[src/rtl/bt_txslot_sched.sv]
// Master-side TX slot scheduler: arbitrates SCO > ACL > POLL at each master TX slot
// boundary, launches the packet into the bit processor and tracks it to completion.
module bt_txslot_sched #(
    parameter int         TX_TIMEOUT_US = 400,
    parameter logic [3:0] SCO_TYPE      = 4'h5,
    parameter logic [9:0] SCO_LEN       = 10'd10,
    parameter logic [3:0] POLL_TYPE     = 4'h1
) (
    input  logic        clk_6M,
    input  logic        rst,
    input  logic        p_1us,
    input  logic [27:0] CLK,
    input  logic        conns,
    input  logic        sco_slot,
    input  logic        acl_req,
    input  logic [3:0]  acl_pk_type,
    input  logic [9:0]  acl_len,
    input  logic [2:0]  acl_slots,
    input  logic        poll_req,
    input  logic        txbit_period,
    output logic        tx_packet_st_p,
    output logic        pk_encode,
    output logic [3:0]  regi_packet_type,
    output logic [9:0]  regi_payloadlen,
    output logic        acl_gnt,
    output logic        acl_done,
    output logic        poll_done,
    output logic        tx_err,
    output logic        sched_busy
);

    typedef enum logic [1:0] {S_IDLE, S_START, S_TX} state_t;

    localparam logic [1:0] WIN_SCO  = 2'd0;
    localparam logic [1:0] WIN_ACL  = 2'd1;
    localparam logic [1:0] WIN_POLL = 2'd2;
    localparam logic [8:0] TIMEOUT  = 9'(TX_TIMEOUT_US);

    state_t      r_state;
    state_t      w_next;
    logic [1:0]  r_clk_prev;
    logic        r_bnd;
    logic [1:0]  r_skip_cnt;
    logic [1:0]  r_skip_ld;
    logic [1:0]  r_win;
    logic [8:0]  r_timer;
    logic        r_txbit_d;
    logic        r_txbit_seen;
    logic        r_acl_done;
    logic        r_poll_done;
    logic        r_tx_err;
    logic [3:0]  r_pk_type;
    logic [9:0]  r_len;

    logic        w_bnd_det;
    logic        w_any_req;
    logic        w_arb;
    logic        w_txbit_fall;
    logic        w_timeout;
    logic [1:0]  w_acl_skip;
    logic        w_unused;

    assign w_unused     = ^CLK[27:2];
    assign w_bnd_det    = (CLK[1:0] == 2'b00) && (r_clk_prev != 2'b00);
    assign w_any_req    = sco_slot | acl_req | poll_req;
    assign w_arb        = r_bnd && (r_skip_cnt == 2'd0) && w_any_req;
    assign w_txbit_fall = r_txbit_d & ~txbit_period;
    // Timeout only applies while the bit processor has not yet opened its window
    assign w_timeout    = !r_txbit_seen && (r_timer >= TIMEOUT);

    always_comb begin
        case (acl_slots)
            3'd3:    w_acl_skip = 2'd1;
            3'd5:    w_acl_skip = 2'd2;
            default: w_acl_skip = 2'd0;
        endcase
    end

    always_ff @(posedge clk_6M or posedge rst) begin
        if (rst) r_state <= S_IDLE;
        else     r_state <= w_next;
    end

    always_comb begin
        w_next = r_state;
        if (!conns) begin
            w_next = S_IDLE;
        end else begin
            case (r_state)
                S_IDLE:  if (w_arb) w_next = S_START;
                S_START: w_next = S_TX;
                S_TX:    if (w_txbit_fall || w_timeout) w_next = S_IDLE;
                default: w_next = S_IDLE;
            endcase
        end
    end

    always_comb begin
        tx_packet_st_p = (r_state == S_START);
        pk_encode      = (r_state == S_START) || (r_state == S_TX);
        acl_gnt        = (r_state == S_START) && (r_win == WIN_ACL);
        sched_busy     = (r_state != S_IDLE);
    end

    always_ff @(posedge clk_6M or posedge rst) begin
        if (rst) begin
            r_clk_prev <= 2'b00;
            r_bnd      <= 1'b0;
            r_txbit_d  <= 1'b0;
        end else begin
            r_clk_prev <= CLK[1:0];
            r_bnd      <= w_bnd_det;
            r_txbit_d  <= txbit_period;
        end
    end

    always_ff @(posedge clk_6M or posedge rst) begin
        if (rst) begin
            r_skip_cnt   <= 2'd0;
            r_skip_ld    <= 2'd0;
            r_win        <= WIN_SCO;
            r_timer      <= 9'd0;
            r_txbit_seen <= 1'b0;
            r_acl_done   <= 1'b0;
            r_poll_done  <= 1'b0;
            r_tx_err     <= 1'b0;
            r_pk_type    <= 4'h0;
            r_len        <= 10'd0;
        end else begin
            r_acl_done  <= 1'b0;
            r_poll_done <= 1'b0;
            r_tx_err    <= 1'b0;
            if (!conns) begin
                r_skip_cnt <= 2'd0;
                if (r_state != S_IDLE) r_tx_err <= 1'b1;
            end else begin
                case (r_state)
                    S_IDLE: begin
                        if (r_bnd && r_skip_cnt != 2'd0) begin
                            r_skip_cnt <= r_skip_cnt - 2'd1;
                        end else if (w_arb) begin
                            if (sco_slot) begin
                                r_win     <= WIN_SCO;
                                r_pk_type <= SCO_TYPE;
                                r_len     <= SCO_LEN;
                                r_skip_ld <= 2'd0;
                            end else if (acl_req) begin
                                r_win     <= WIN_ACL;
                                r_pk_type <= acl_pk_type;
                                r_len     <= acl_len;
                                r_skip_ld <= w_acl_skip;
                            end else begin
                                r_win     <= WIN_POLL;
                                r_pk_type <= POLL_TYPE;
                                r_len     <= 10'd0;
                                r_skip_ld <= 2'd0;
                            end
                        end
                    end
                    S_START: begin
                        r_skip_cnt   <= r_skip_ld;
                        r_timer      <= 9'd0;
                        r_txbit_seen <= 1'b0;
                    end
                    S_TX: begin
                        if (txbit_period) r_txbit_seen <= 1'b1;
                        if (p_1us && r_timer != 9'h1FF) r_timer <= r_timer + 9'd1;
                        if (w_txbit_fall) begin
                            r_acl_done  <= (r_win == WIN_ACL);
                            r_poll_done <= (r_win == WIN_POLL);
                        end else if (w_timeout) begin
                            r_tx_err   <= 1'b1;
                            r_skip_cnt <= 2'd0;
                        end
                    end
                    default: ;
                endcase
            end
        end
    end

    assign regi_packet_type = r_pk_type;
    assign regi_payloadlen  = r_len;
    assign acl_done         = r_acl_done;
    assign poll_done        = r_poll_done;
    assign tx_err           = r_tx_err;

endmodule

[config.mk]
export PLATFORM = sky130hd
export DESIGN_NAME = bt_txslot_sched
export DESIGN_NICKNAME = d
export VERILOG_FILES = /design/src/rtl/bt_txslot_sched.sv
export SDC_FILE = /design/constraint.sdc
export NUM_CORES = 1
export LEC_CHECK = 0
export ABC_CLOCK_PERIOD_IN_PS = 2100
export BUFFER_PORTS_ARGS = -buffer_cell sky130_fd_sc_hd__buf_2
export CAP_MARGIN = 10
export CELL_PAD_IN_SITES_DETAIL_PLACEMENT = 0
export CELL_PAD_IN_SITES_GLOBAL_PLACEMENT = 1
export CORE_MARGIN = 1
export CORE_UTILIZATION = 34
export CTS_BUF_LIST = sky130_fd_sc_hd__clkbuf_4 sky130_fd_sc_hd__clkbuf_8
export CTS_CLUSTER_DIAMETER = 120
export DETAILED_ROUTE_END_ITERATION = 7
export HOLD_SLACK_MARGIN = 0.12
export PLACE_DENSITY_LB_ADDON = 0.1
export SLEW_MARGIN = 10
export SYNTH_ARGS = -nofsm -noshare
export SYNTH_HDL_FRONTEND = slang
export SYNTH_SLANG_ARGS = --single-unit
[constraint.sdc]
create_clock -name clk_6M -period 2.1 [get_ports clk_6M]
set_input_delay 0.42 -clock clk_6M [delete_from_list [all_inputs] [get_ports clk_6M]]
set_output_delay 0.42 -clock clk_6M [all_outputs]
set_load 0.1 [all_outputs]
After elaboration in Yosys (flattened, before gate mapping)
Index checks and enable logic that the tools add are counted.
{"block": "classes", "order_cmp": 1, "reduce_logical": 22, "n_eq_ne": 15, "bitwise": 5, "add_sub_neg": 2, "n_mux": 33}
{"cell": "$mux W2", "count": 11}
{"cell": "$mux W10", "count": 2}
{"cell": "$pmux W9 S2", "count": 1}
{"cell": "$ne A3 B3 Y1 const B", "count": 5}
{"cell": "$mux W1", "count": 12}
{"cell": "$pmux W2 S3", "count": 2}
{"cell": "$add A9 B1 Y9 const B", "count": 1}
{"cell": "$ge A9 B9 Y1 const B", "count": 1}
{"cell": "$mux W9", "count": 1}
{"cell": "$ne A9 B9 Y1 const B", "count": 1}
{"cell": "$mux W4", "count": 2}
{"cell": "$reduce_and A4 Y1", "count": 2}
{"cell": "$reduce_bool A2 Y1", "count": 4}
{"cell": "$logic_and A1 B1 Y1", "count": 7}
{"cell": "$logic_not A2 Y1", "count": 3}
{"cell": "$reduce_and A3 Y1", "count": 2}
{"cell": "$eq A2 B1 Y1 const B", "count": 2}
{"cell": "$eq A2 B2 Y1 const B", "count": 2}
{"cell": "$ne A4 B1 Y1 const B", "count": 1}
{"cell": "$pmux W2 S2", "count": 1}
{"cell": "$eq A3 B2 Y1 const B", "count": 1}
{"cell": "$eq A3 B3 Y1 const B", "count": 1}
{"cell": "$logic_or A1 B1 Y1", "count": 2}
{"cell": "$ne A2 B1 Y1 const B", "count": 1}
{"cell": "8 further kinds", "count": 10}
{"block": "totals", "register_bits": 39, "inputBits": 53, "out_inout_bits": 21, "wordCells": 92}

Longest topological paths before layout
Gate-level depths: netlist (run 1).
{"block": "depth", "ltp_word": 6, "ltp_mapped": 8}

Least setup slack after synthesis (run 1)
OpenSTA, ideal clock, no wires.
{"block": "synth_path", "path_kind": "register to output", "startpoint": "reg r_state[1]", "endpoint": "out acl_gnt", "path_stages_with_launch": 4, "arrival_ns": 3.653, "slack_ns": -1.973, "t_required_ns": 1.680, "path_cell_list": "dfrtp_1 -> inv_1 -> ha_1 -> nor3b_1"}
{"block": "synth_via", "elab_chain_cells": 2}
{"element": "start: declaration", "line": "39", "text": "state_t r_state;"}
{"element": "start signal: assignment", "line": "81", "text": "else r_state <= w_next;"}
{"element": "$eq A2 B1 Y1"}
{"element": "net tx_packet_st_p", "line": "21", "text": "output logic tx_packet_st_p,"}
{"element": "$logic_and A1 B1 Y1", "line": "101", "text": "acl_gnt = (r_state == S_START) && (r_win == WIN_ACL);"}
{"element": "end: declaration", "line": "25", "text": "output logic acl_gnt,"}
The timed path passes the listed nets, and every way through them passes these cells.

Worst setup path after layout (run 1)
{"block": "layout_path", "startpoint": "reg r_timer[0]", "endpoint": "reg r_timer[6]"}
{"block": "layout_via", "elab_chain_cells": 4, "elab_cells_between_ends": 7}
{"element": "start: declaration", "line": "46", "text": "logic [8:0] r_timer;"}
{"element": "start signal: assignment", "line": "167", "text": "if (p_1us && r_timer != 9'h1FF) r_timer <= r_timer + 9'd1;"}
{"element": "parallel branches: the longest is 4 deep, another holds $add A9 B1 Y9"}
Parallel ways; which one is timed is not known. The select of a mux whose other input is x is not followed.
A chain may end at the register's enable or synchronous reset.

==> results.cfg, run 1 <==
[outcome]
status = finished clean

[timing]
finalCritPeriodShare = 0.940
finalSetupTns_ns = 0
slew_viol_final = 0
hold_viol = 0
worstMarginPinSlew_ns = 0.500
finClkSkew_ns = 0.00408
worst_slack_ns = 0.125
max_freq_ghz = 0.506
setup_viol_count_final = 0
rsz0062_at_grt = no
slew_headroom = 0.667
final.min_clock_period_ns = 1.97

[die]
floorplan.die.width_um = 75.8
io_pins = 74
dieArea_um2 = 5750
rows = 26
floorplan.initialDensity = 0.358
core-area_um2 = 5170
die_height_um = 75.8

[power_and_ir_drop]
vdd_ir_drop_max_uv = 577
power.density_nw_per_um2 = 1080
p_leak_nw = 1.17
power_mw = 2.55

[layout]
n_antenna_cell = 0
layout-drive-gt1-share = 0.317
stdcell_count = 300
fin_nets = 290
postLayoutCoreUtil = 0.454
syn_to_final_growth_pct = 26.8

[routing]
post_drt_wl_per_cell_um = 14.1
drtAntennaViolNets = 0
drt_iter0_drc = 42
drt-pass1-iter-count = 4
via_count = 1461
detail_route.wirelength_um = 4230
viasPerCell = 4.87
drc = 0

[worst_setup_path]
crit_family = simple AND/OR/NAND/NOR gates
worstSetupStartpointType = flip-flop
cp-end-kind = flip-flop
r2r_end = r_timer[6]
r2r_slack_ns = 0.13
worstPathArrival_ns = 2.19
cp_cell_sequence = ha_2, and3_4, and3_1, ha_1, and3b_1, o21ai_1, or3_4, a21oi_2
cp_slowest_cell = dfrtp_1
worstPathMaxFanout = 3
critPathMaxStageDelay_ns = 0.39
r2r_start = r_timer[0]
reg2reg_depth = 8
path_buf_inv = 0
crit_required_ns = 2.32
critPathKind = reg -> reg

[cts]
root_buffer = clkbuf_8
cts_buffer_depth = 2
cts_hold_buf = 0
tritoncts = built
path_clk_slew_ns = 0.08
clock_latency_ns = 0.29
cts_sinks = 39
cts_buffers = 5
htree_num_levels = 2

[global_route]
grt_use_total = 0.157
antenna_found_initial = 0
grt_max_degree = 40
grt_pass1_wl_um = 6580
grt_pass1_vias = 1357
grt_overflow_total = 0

[yosys]
synth_common_cells = dfrtp_1, nand2_1, a22o_1
synth_most_common_cell = dfrtp_1
yosysUniqueCellTypes = 40
syn_inst = 173
synth_edf_count = 0
ys_warn_count = 0
ys_top_cells_by_area = dfrtp_1, a22o_1, ha_1
async_flop_share = 1.00
netlist.top_cell.by_area = dfrtp_1
synth_ff_type = dfrtp_1
synthesis.area_um2 = 1850
yosysTopAreaCellShare = 0.527
ys_ff_latch = 39
syn-num-nets = 234
seq_area_frac_synth = 0.527
syn_avg_cell_area_um2 = 10.7

[place]
port_buffers = 47
dp_cells = 292
globalplace.congestion = 0.777
dp_hpwl_um = 3050
dp_slack_ns = 0.0515

[job]
timing.max_cap.violations = 0

[hold_path]
hp-class = in -> async
==> worst reg2reg max path, stage by stage (launching register included) <==
cell,delay (ns)
dfrtp_1,0.39
ha_2,0.20
and3_4,0.19
and3_1,0.17
ha_1,0.18
and3b_1,0.22
o21ai_1,0.09
or3_4,0.35
a21oi_2,0.13
==> per-stage QoR <==
stage               instance area (um2)  hold slack (ns)
floorplan                          1880            0.434
global placement                   2240            0.455
detailed placement                 2240            0.454
CTS                                2330            0.242
global route                       2350            0.241
finish                             2350            0.240
==> worst max-delay path by stage <==
stage / start / endpoint / slack [ns] / cells past startpoint
final: r_timer[0] / r_timer[6] / 0.13 / 8
after global routing: r_timer[1] / r_timer[7] / 0.002 / 9
after CTS: r_timer[0] / r_timer[6] / 0.02 / 8
after detailed placement: r_timer[0] / r_timer[6] / 0.05 / 8
after global placement: r_timer[0] / r_timer[6] / 0.06 / 8
after floorplan: r_state[1] / acl_gnt / -0.05 / 3
==> per-layer routing <==
layer | wire, um | part of all wire | track usage
met2 | 1930 | 0.46 | 0.226
met4 | 54 | 0.013 | 0.0556
met1 | 2070 | 0.49 | 0.227
met5 | 0 | 0 | 0
met3 | 178 | 0.042 | 0.0397
==> placed cells by master, fill, tap and decap left out, types with 3 or more instances in the layout <==
master     synthesis  routed
nand3_1            5       5
o2111ai_1          3       3
a22o_1            13      13
buf_2              4      44
ha_1               8       6
nor3_1             4       4
o21ai_0           12      11
buf_4              0       8
clkbuf_4           0       4
a21oi_1            9       8
dfrtp_1           39      39
clkbuf_8           0       5
inv_1             12      11
nor2_1             9       9
xor2_1             3       3
nand2_1           18      18
==> state kept, by name, summed over array words and instances (netlist names) <==
name              cells
acl_done              1
poll_done             1
r_bnd                 1
r_clk_prev            2
r_skip_cnt            2
r_skip_ld             2
r_state               2
r_timer               9
r_txbit_d             1
r_txbit_seen          1
r_win                 2
regi_packet_type      4
regi_payloadlen      10
tx_err                1
==> power by group <==
part | leakage, nW | switching, mW | internal, mW
Combinational | 0.599 | 0.865 | 0.226
Clock | 0.0491 | 0.265 | 0.259
Sequential | 0.520 | 0.0698 | 0.865
==> kinds of logic after synthesis <==
kind of cell               share of synthesized area
buffers and inverters                         0.0432
AOI/OAI and AO/OA                              0.186
muxes                                         0.0108
adders and majority gates                     0.0540
xor gates and xnor gates                      0.0236
DFF                                            0.527
and+or+nand+nor                                0.155
==> area by class of cell <==
type | count | area [um2]
fill | 523 | 2820
sequential | 39 | 976
multi-input combinational | 116 | 837
timing repair buffer | 55 | 315
tap | 70 | 87.6
clock buffer | 7 | 83.8
inverter | 12 | 45.0
clock inverter | 1 | 5.00
==> what timing repair did <==
action | in CTS | in global routing
buffers inserted | 0 | 0
endpoints found under the setup margin | 0 | 5
resized for setup | 0 | 7
Note: power is estimated with default switching activity, not from simulation.
==> run 2, diff against run 1 <==
--- a/config.mk
+++ b/config.mk
@@ -16,7 +16,7 @@
 export CTS_CLUSTER_DIAMETER = 120
 export DETAILED_ROUTE_END_ITERATION = 7
 export HOLD_SLACK_MARGIN = 0.12
-export PLACE_DENSITY_LB_ADDON = 0.1
+export PLACE_DENSITY = 0.88
 export SLEW_MARGIN = 10
 export SYNTH_ARGS = -nofsm -noshare
 export SYNTH_HDL_FRONTEND = slang
==> run 2 against run 1 <==
Against the previous run: cell count up 1.0%; non-clock buffer count up 3; die area unchanged; final area up 0.43%; critical path depth up 1; via count up 0.89%; largest cell class unchanged.
==> results.cfg, run 2 (synthesis results as in run 1) <==
[routing]
wl_met1_um = 1910
drt_iter0_drc = 93
detail_route.wirelength_um = 3880
drc = 0
via_count = 1474
dr_wl_met2_um = 1790
viasPerCell = 4.86
wl_met3_um = 137
drt-pass1-iter-count = 4
drtAntennaViolNets = 0
post_drt_wl_per_cell_um = 12.8
highest_layer = met4

[worst_setup_path]
worstPathMaxFanout = 5
critPathMaxStageDelay_ns = 0.38
crit_required_ns = 2.25
cp_slowest_cell = dfrtp_1
cp_cell_sequence = ha_1, and3_1, and3_1, ha_1, and3b_1, o21ai_1, buf_4, o21ai_1, a21oi_2
critPathKind = reg -> reg
worstSetupStartpointType = flip-flop
r2r_slack_ns = 0.12
path_buf_inv = 1
worstPathArrival_ns = 2.13
crit_family = simple AND/OR/NAND/NOR gates
path_depth = 9
setup.worst_path.end = r_timer[6]
r2r_start = r_timer[0]
cp-end-kind = flip-flop
r2r_end = r_timer[6]
reg2reg_depth = 9
critPathLaunch = r_timer[0]

[timing]
final.min_clock_period_ns = 1.98
hold_viol = 0
hold_slack_ns = 0.235
finClkSkew_ns = 0.00619
worstMarginPinSlew_ns = 0.490
rsz0062_at_grt = no
finalCritPeriodShare = 0.943
max_freq_ghz = 0.505
setup_viol_count_final = 0
slew_headroom = 0.675
slew_viol_final = 0

[cts]
cts_setup_buffers = 0
tritoncts = built
cts_sinks = 39
cts_buffers = 5
root_buffer = clkbuf_8
cts_buffer_depth = 2
path_clk_slew_ns = 0.08
clock_latency_ns = 0.29
htree_num_levels = 2

[power_and_ir_drop]
vdd_ir_drop_max_uv = 598
seqPwrFrac = 0.370
p_switching_mw = 1.18
internal_power_mw = 1.35
p_comb_frac = 0.430
power.density_nw_per_um2 = 1070
switching_share = 0.466
p_leak_nw = 1.19
clkPwrFrac = 0.201
power_mw = 2.53

[global_route]
grt_pass1_wl_um = 6020
grt_pass1_vias = 1307
grt_overflow_total = 0
grt_use_total = 0.142
antenna_found_initial = 0
grt_max_degree = 40

[layout]
layout_commonest_cell = buf_2
fin_area_um2 = 2360
fin_nets = 293
layout-drive-gt1-share = 0.313
largest_reg_flops = 10
n_antenna_cell = 0
syn_to_final_growth_pct = 27.3
final_cell_mix = buf_2, dfrtp_1, nand2_1
postLayoutCoreUtil = 0.456
stdcell_count = 303

[hold_path]
hp-class = in -> async

[die]
die_height_um = 75.8
floorplan.die.width_um = 75.8
floorplan.initialDensity = 0.358
rows = 26
io_pins = 74
core-area_um2 = 5170
dieArea_um2 = 5750

[place]
dpl_cell_area_um2 = 2260
dp_hpwl_um = 2790
dp_cells = 295
port_buffers = 47
globalplace.congestion = 0.878

[job]
timing.max_cap.violations = 0

[outcome]
status = finished clean
run 2: worst min-delay path by stage:
stage,cells after the start,slack [ns],to
after global routing,1,0.24,r_clk_prev[0]
after global placement,1,0.45,poll_done
final,3,0.24,regi_payloadlen[1]
after CTS,3,0.25,regi_payloadlen[1]
after detailed placement,2,0.47,regi_packet_type[2]
after floorplan,1,0.43,poll_done
run 2: worst register-to-register path, cell delays in order, from the launching register on:
cell,delay (ns)
dfrtp_1,0.38
ha_1,0.21
and3_1,0.21
and3_1,0.17
ha_1,0.18
and3b_1,0.22
o21ai_1,0.08
buf_4,0.17
o21ai_1,0.16
a21oi_2,0.07
run 2: cell type report:
| class | count | area [um2] |
|---|---|---|
| Timing Repair Buffer | 58 | 338 |
| Tap cell | 70 | 87.6 |
| Clock inverter | 1 | 5.00 |
| Inverter | 12 | 45.0 |
| Sequential cell | 39 | 976 |
| Multi-Input combinational cell | 116 | 825 |
| Fill cell | 468 | 2810 |
| Clock buffer | 7 | 83.8 |
run 2: through the flow:
step | setup TNS [ns] | setup WS (ns)
after floorplan | -0.0510 | -0.0510
after global placement | 0 | 0.0835
after global routing | 0 | 0.0170
final | 0 | 0.120
after CTS | 0 | 0.0340
after detailed placement | 0 | 0.103
run 2: timing repair:
action	4_1_cts	5_1_grt
endpoints found under the setup margin	0	3
resized for setup	0	4
hold buffers	0	0
run 2: power by group through the flow:
stage                     sequential (mW)  clock, mW  combinational, mW
after floorplan                      1.52          0              0.308
after global placement              0.944          0               1.08
after detailed placement            0.949          0               1.09
after CTS                           0.935      0.527               1.09
after global routing                0.952      0.559               1.16
final                               0.936      0.508               1.09
run 2: metal layers:
metal,global-route usage,vias up
met5,0,-
met1,0.195,705
met3,0.0291,5
met4,0.0556,0
met2,0.219,31
li1,-,733
==> run 3, diff against run 2 <==
--- a/config.mk
+++ b/config.mk
@@ -10,6 +10,7 @@
 export CAP_MARGIN = 10
 export CELL_PAD_IN_SITES_DETAIL_PLACEMENT = 0
 export CELL_PAD_IN_SITES_GLOBAL_PLACEMENT = 1
+export CORE_ASPECT_RATIO = 0.7
 export CORE_MARGIN = 1
 export CORE_UTILIZATION = 34
 export CTS_BUF_LIST = sky130_fd_sc_hd__clkbuf_4 sky130_fd_sc_hd__clkbuf_8
==> run 3 against run 2 <==
Against the previous run: global-route usage is 0.89 points higher; via count is 0.14% lower; critical path depth stayed put; cell count is 0.33% higher; die area hardly changed; fmax is 0.34% higher; first-iteration DRC count is 18% lower; non-clock buffer count is 1 lower.
==> results.cfg, run 3 (synthesis results as in run 1) <==
[outcome]
status = finished clean

[global_route]
grt_use_total = 0.151
antenna_found_initial = 0
grt_overflow_total = 0
grt_max_degree = 40
grt_pass1_vias = 1452
grt_pass1_wl_um = 6850

[cts]
cts_sinks = 39
cts_buffer_depth = 2
tritoncts = built
cts_hold_buf = 0
htree_num_levels = 2
root_buffer = clkbuf_8
clock_latency_ns = 0.29
cts_buffers = 5
post_cts_resized = 0
path_clk_slew_ns = 0.08
cts_setup_buffers = 0

[layout]
layout-drive-gt1-share = 0.315
final_cell_mix = buf_2, dfrtp_1, nand2_1
stdcell_count = 304
fill_cells = 531
largest_reg_flops = 10
syn_to_final_growth_pct = 27.5
fin_area_um2 = 2360
n_antenna_cell = 0
layout_commonest_cell = buf_2
multiInputGateArea_um2 = 832
seq_area_um2 = 976
fin_nets = 292

[die]
floorplan.initialDensity = 0.354
io_pins = 74
core-area_um2 = 5230
floorplan.die.width_um = 90.2
rows = 22
die_height_um = 63.8
dieArea_um2 = 5750

[power_and_ir_drop]
power.density_nw_per_um2 = 1070
vdd_ir_drop_max_uv = 545
power_mw = 2.53
p_leak_nw = 1.18

[routing]
detail_route.wirelength_um = 3960
drc = 0
via_count = 1472
drt_iter0_drc = 76
post_drt_wl_per_cell_um = 13.0
viasPerCell = 4.84
drt-pass1-iter-count = 4
drtAntennaViolNets = 0

[timing]
slew_viol_final = 0
finClkSkew_ns = 0.00798
final.min_clock_period_ns = 1.97
hold_viol = 0
rsz0062_at_grt = no
worstMarginPinSlew_ns = 0.505
hold_slack_ns = 0.241
max_freq_ghz = 0.507
worst_slack_ns = 0.126
slew_headroom = 0.663
finalCritPeriodShare = 0.940
setup_viol_count_final = 0

[worst_setup_path]
r2r_slack_ns = 0.13
reg2reg_depth = 9
cp-end-kind = flip-flop
r2r_start = r_timer[0]
critPathLaunch = r_timer[0]
critPathKind = reg -> reg
worstSetupStartpointType = flip-flop
crit_required_ns = 2.25
setup.worst_path.end = r_timer[7]
worstPathArrival_ns = 2.13
worstPathMaxFanout = 3
r2r_end = r_timer[7]

[hold_path]
hp-class = in -> async

[place]
port_buffers = 47
dp_hpwl_um = 2880
dp_slack_ns = 0.0823
globalplace.congestion = 0.778
dp_cells = 296
dpl_cell_area_um2 = 2260

[job]
timing.max_cap.violations = 0
-- run 3: changes by cell type in the layout (fill, tap and decap cells not counted), sizes merged --
cell / previous run / this run
buf: 56 / 55
-- run 3: worst min path at each step --
stage / endpoint / cells after the start / slack [ns] / from
final: acl_done / 3 / 0.24 / rst
after CTS: r_clk_prev[0] / 1 / 0.25 / CLK[0]
after floorplan: poll_done / 1 / 0.43 / r_win[0]
after detailed placement: poll_done / 1 / 0.47 / r_win[0]
after global routing: r_clk_prev[0] / 1 / 0.24 / CLK[0]
after global placement: poll_done / 1 / 0.46 / r_win[0]
-- run 3: layer usage --
metal	part of all wire	routed length [um]	global-route usage	vias up
met1	0.51	2030	0.206	687
li1	-	-	-	734
met3	0.063	248	0.0369	8
met5	0	0	0	-
met4	0.014	56	0.0544	0
met2	0.41	1620	0.234	43
-- run 3: area by class of cell --
type                       instances  share of cell area
timing repair buffer              57               0.140
clock buffer                       7              0.0355
clock inverter                     1             0.00212
inverter                          12              0.0191
sequential                        39               0.413
tap                               72              0.0381
multi-input combinational        116               0.352
-- run 3: worst max-delay path, stage by stage, from the launching register on --
cell       delay (ns)
dfrtp_1          0.38
ha_1             0.21
and3_4           0.19
and3_1           0.16
ha_1             0.17
and3b_1          0.22
buf_4            0.13
o2111ai_1        0.14
xor2_1           0.17
nor2_1           0.06
-- run 3: where the power goes --
part / internal, mW / switching (mW) / total [mW]
logic: 0.227 / 0.863 / 1.09
registers: 0.865 / 0.0692 / 0.934
clock network: 0.259 / 0.249 / 0.508
-- run 3: metrics by stage --
stage | utilization | setup TNS [ns]
6_report | 0.452 | 0
5_1_grt | 0.452 | 0
4_1_cts | 0.449 | 0
3_5_place_dp | 0.432 | 0
3_3_place_gp | 0.432 | 0
2_1_floorplan | - | -0.0510
